<file path="config.mk">
export PLATFORM = sky130hd
export DESIGN_NAME = subtractor
export DESIGN_NICKNAME = d
export VERILOG_FILES = /design/src/rtl/subtractor_pkg.sv /design/src/rtl/cla_adder_32.sv /design/src/rtl/subtractor.sv
export SDC_FILE = /design/constraint.sdc
export NUM_CORES = 1
export LEC_CHECK = 0
export ABC_AREA = 1
export ABC_CLOCK_PERIOD_IN_PS = 6000
export BUFFER_PORTS_ARGS = -buffer_cell sky130_fd_sc_hd__buf_2
export CORE_ASPECT_RATIO = 1.4
export CORE_MARGIN = 2
export CORE_UTILIZATION = 46
export CTS_BUF_LIST = sky130_fd_sc_hd__clkbuf_8
export CTS_CLUSTER_DIAMETER = 60
export DETAILED_ROUTE_END_ITERATION = 10
export GPL_ROUTABILITY_DRIVEN = 0
export PLACE_DENSITY = 0.86
export SLEW_MARGIN = 30
export SYNTH_ARGS = -nofsm -noshare
export SYNTH_HDL_FRONTEND = slang
export SYNTH_SLANG_ARGS = --single-unit
</file>
<file path="constraint.sdc">
create_clock -name clock -period 6 [get_ports clock]
set_input_delay 1.2 -clock clock [delete_from_list [all_inputs] [get_ports clock]]
set_output_delay 1.2 -clock clock [all_outputs]
set_load 0.005 [all_outputs]
</file>
<file path="src/rtl/subtractor_pkg.sv">
// Shared constants for the Phase 1 ALU subtractor: datapath width, CLA grouping
// and the bit positions of the ALU status flags.
package subtractor_pkg;

    localparam int WIDTH  = 32;
    localparam int GROUP  = 4;
    localparam int GROUPS = WIDTH / GROUP;

    localparam int NUM_FLAGS = 4;

    typedef enum int {
        FLAG_ZERO   = 0,
        FLAG_NEG    = 1,
        FLAG_BORROW = 2,
        FLAG_OVF    = 3
    } flag_idx_e;

endpackage

</file>
<file path="src/rtl/cla_adder_32.sv">
// 32-bit carry-lookahead adder: eight 4-bit lookahead groups chained through
// their group generate/propagate terms.
module cla_adder_32
    import subtractor_pkg::*;
(
    input  logic [WIDTH-1:0] a,
    input  logic [WIDTH-1:0] b,
    input  logic             cin,
    output logic [WIDTH-1:0] sum,
    output logic             cout
);

    logic [GROUPS:0]   grp_c;
    logic [GROUPS-1:0] grp_g;
    logic [GROUPS-1:0] grp_p;

    assign grp_c[0] = cin;

    for (genvar k = 0; k < GROUPS; k++) begin : g_grp
        logic [GROUP-1:0] g;
        logic [GROUP-1:0] p;
        logic [GROUP-1:0] c;

        assign g = a[k*GROUP +: GROUP] & b[k*GROUP +: GROUP];
        assign p = a[k*GROUP +: GROUP] ^ b[k*GROUP +: GROUP];

        // NOTE: the datapath is built only from continuous assigns, so no latch can be inferred.
        assign c[0] = grp_c[k];
        assign c[1] = g[0] | (p[0] & c[0]);
        assign c[2] = g[1] | (p[1] & g[0]) | (p[1] & p[0] & c[0]);
        assign c[3] = g[2] | (p[2] & g[1]) | (p[2] & p[1] & g[0])
                    | (p[2] & p[1] & p[0] & c[0]);

        assign sum[k*GROUP +: GROUP] = p ^ c;

        assign grp_g[k] = g[3] | (p[3] & g[2]) | (p[3] & p[2] & g[1])
                        | (p[3] & p[2] & p[1] & g[0]);
        assign grp_p[k] = &p;

        // Carry out of this group depends only on the group terms and its carry-in.
        assign grp_c[k+1] = grp_g[k] | (grp_p[k] & grp_c[k]);
    end

    assign cout = grp_c[GROUPS];

endmodule

</file>
<file path="src/rtl/subtractor.sv">
// Two's-complement subtractor (A - B = A + ~B + 1) with combinational status
// flags and a sticky signed-overflow register.
module subtractor
    import subtractor_pkg::*;
(
    input  logic             clock,
    input  logic             reset,
    input  logic [WIDTH-1:0] A,
    input  logic [WIDTH-1:0] B,
    output logic [WIDTH-1:0] Result,
    output logic             Borrow,
    output logic             Overflow,
    output logic             Zero,
    output logic             Negative,
    output logic             OvfSticky
);

    logic [WIDTH-1:0]     b_inv;
    logic                 carry_out;
    logic [NUM_FLAGS-1:0] flags;

    assign b_inv = ~B;

    cla_adder_32 u_adder (
        .a    (A),
        .b    (b_inv),
        .cin  (1'b1),
        .sum  (Result),
        .cout (carry_out)
    );

    // No carry out of A + ~B + 1 means the unsigned minuend was smaller.
    assign flags[FLAG_ZERO]   = (Result == '0);
    assign flags[FLAG_NEG]    = Result[WIDTH-1];
    assign flags[FLAG_BORROW] = ~carry_out;
    assign flags[FLAG_OVF]    = (A[WIDTH-1] != B[WIDTH-1]) && (Result[WIDTH-1] != A[WIDTH-1]);

    assign Zero     = flags[FLAG_ZERO];
    assign Negative = flags[FLAG_NEG];
    assign Borrow   = flags[FLAG_BORROW];
    assign Overflow = flags[FLAG_OVF];

    // NOTE: non-blocking assignment so the register samples the pre-edge Overflow value.
    always_ff @(posedge clock) begin
        if (reset) begin
            OvfSticky <= 1'b0;
        end else if (Overflow) begin
            OvfSticky <= 1'b1;
        end
    end

endmodule

</file>
==> metrics.txt <==
CP startpoint kind input port; number of global-route vias before repair 2087; critical path fanouts, max 4; TritonRoute pass-1 iters 4; RSZ-0062 raised after global routing yes; share of cells above drive strength 1 about two fifths; power after layout 307 µW; Final Slew Violations 0; net count after synthesis 404; area occupied by multi-input gates around 1600 µm²; initial antenna violation count 0; I/O pins between 100 and 150; r2r setup slk 5450 ps; worst r2r dst OvfSticky$_SDFFE_PP0P_; synth top area cells ha_1 23%, inv_1 19%, nand2_1 12%; placed insts 441; data required time of the worst path 4800 ps; Tmin final around 5800 ps; Sequential Area 20.0 µm²; MaxCap Viol Count 0; fillers 328; Synth cell types 23; worst rel slew slack 77.5%; drt via density slightly below 5; hold path depth 2; Final Skew 0 ps; Reg2Reg Launch Point OvfSticky$_SDFFE_PP0P_; slew at the pin closest to its max-slew limit 334 ps; first-pass GRT wire length roughly 8000 µm; residual DRC count 0; Period Utilization, post-route 97.2%; status completed; crit path kind in -> out; Routed Antenna Nets 0; CP max stage cell fa_1; Warnings, synthesis 0; die area 4420 µm²; vias post-DR roughly 2200; largest net degree at the start of global routing 6; Cell Pwr Density 117 nW/µm²; GR Overflow Total 0; Fmax between 150 and 200 MHz; setup TNS 0 ps; post-synth top area share 23.0%; endpoints failing hold 0; final instance count without filler cells about 460; Mapped Area 1790 µm²; Area growth, synth to finish 46.5%; PortBufs 102; maximum vdd drop 0.0736 mV; Reg2Reg Depth 2; Chip Width 56.8 µm; post-synthesis register bit count 1; LEAKAGE about 1.7 nW; hold_sp OvfSticky$_SDFFE_PP0P_; DR iter-0 viols 100; worst hold endpoint OvfSticky$_SDFFE_PP0P_; Clock transition at path regs 0 ps; Avg WL per Cell approximately 11 µm; Hold Buf Count CTS 0; sequential cell area fraction in the yosys report 1.12%; Clock Latency Late Sink 0 ps; area leader, netlist ha_1; Initial Utilization 48.3%; HP Class reg -> reg; CP Capture Type primary output; all-layer global routing usage approximately a fifth; final net count 521; number of diodes 0; most used cell, CP nand2_4; Mapped Cells between 200 and 300; most frequent cells in the layout 98 x buf_2, 84 x inv_1, 53 x nand2_1; commonest non-fill, non-tap cell in the layout buf_2; row cnt 26; core area 3710 µm²; Worst Path Arrival 4630 ps; biggest regs OvfSticky: 1 flops; Post-DP HPWL approximately 4300 µm; total wire length ~5100 µm; crit-path max cell delay approximately 520 ps; Top reg by flops OvfSticky; Avg Inst Size Synth 6.02 µm²; max reg flops 1; Setup Viol. Count Final 0; DIE HEIGHT 77.9 µm
what timing repair did:
item	CTS	global route
setup endpoints to repair	0	1
resized for setup	0	31
buffers inserted	0	14
logic make-up (layout without fill, tap and decap cells):
logic type | count (synthesis) | count (layout) | synth area share [%]
AO/OA/AOI/OAI | 20 | 20 | 6.00
XOR/XNOR | 13 | 13 | 6.77
adder cells (fa/ha/maj) | 40 | 40 | 30.8
buffers and inverters | 93 | 208 | 19.7
flip-flops | 1 | 1 | 1.12
AND/OR/NAND/NOR | 131 | 131 | 35.6
layer usage:
layer | vias to the layer above | GRT usage [%] | wire, µm
met3 | 14 | 1.67 | 325
met1 | 997 | 21.2 | 1750
li1 | 1119 | - | -
met5 | - | 0 | 0
met2 | 90 | 43.5 | 2950
met4 | 0 | 4.88 | 123
synthesized netlist by cell type:
library cell / count
nand2_1: 56
dfxtp_1: 1
nor2_2: 1
buf_4: 1
a21oi_1: 15
nand2_2: 11
nand3_2: 3
ha_1: 33
inv_1: 89
nand3b_1: 1
inv_2: 2
clkinv_1: 1
nor3_1: 1
nand4_1: 3
xnor2_1: 11
a21oi_2: 2
nand3_1: 20
nor2_1: 27
o21ai_0: 3
fa_1: 7
xor2_1: 1
xor2_2: 1
nand2_4: 8
worst max-delay path by stage:
stage | slack, ps | to | startpoint
finish | 170 | Zero | B[1]
global route | -240 | Zero | B[1]
CTS | 80 | Zero | B[1]
detailed placement | 90 | Zero | B[1]
global placement | 270 | Zero | A[0]
floorplan | 640 | Zero | B[1]
per-stage QoR:
step	instance area [µm²]	setup WS, ps	hold WS (ps)	utilization [%]
final	2630	169	457	70.8
after global routing	2630	-241	481	70.8
after CTS	2350	81.9	459	63.3
after detailed placement	2350	86.5	458	63.3
after global placement	2350	268	441	63.3
after floorplan	1790	639	451	-
worst max-delay path: cells and delay by family:
kind                     cells  cell delay (ps)
AND/OR/NAND/NOR             30             2400
adder cells (fa/ha/maj)      2              790
buffers and inverters        4              260
power breakdown:
group / total [mW] / switching, mW / internal, mW
registers: 0.00788 / 0.000317 / 0.00757
logic: 0.299 / 0.159 / 0.140
clock network: 0 / 0 / 0
total: 0.307 / 0.159 / 0.148
area by class of cell:
cell class / count / share of cell area (%)
Multi-Input combinational cell: 204 / 59.4
Timing Repair Buffer: 116 / 24.5
Inverter: 92 / 13.3
Sequential cell: 1 / 0.762
Tap cell: 42 / 2.00
(Power assumes the default switching activity.)
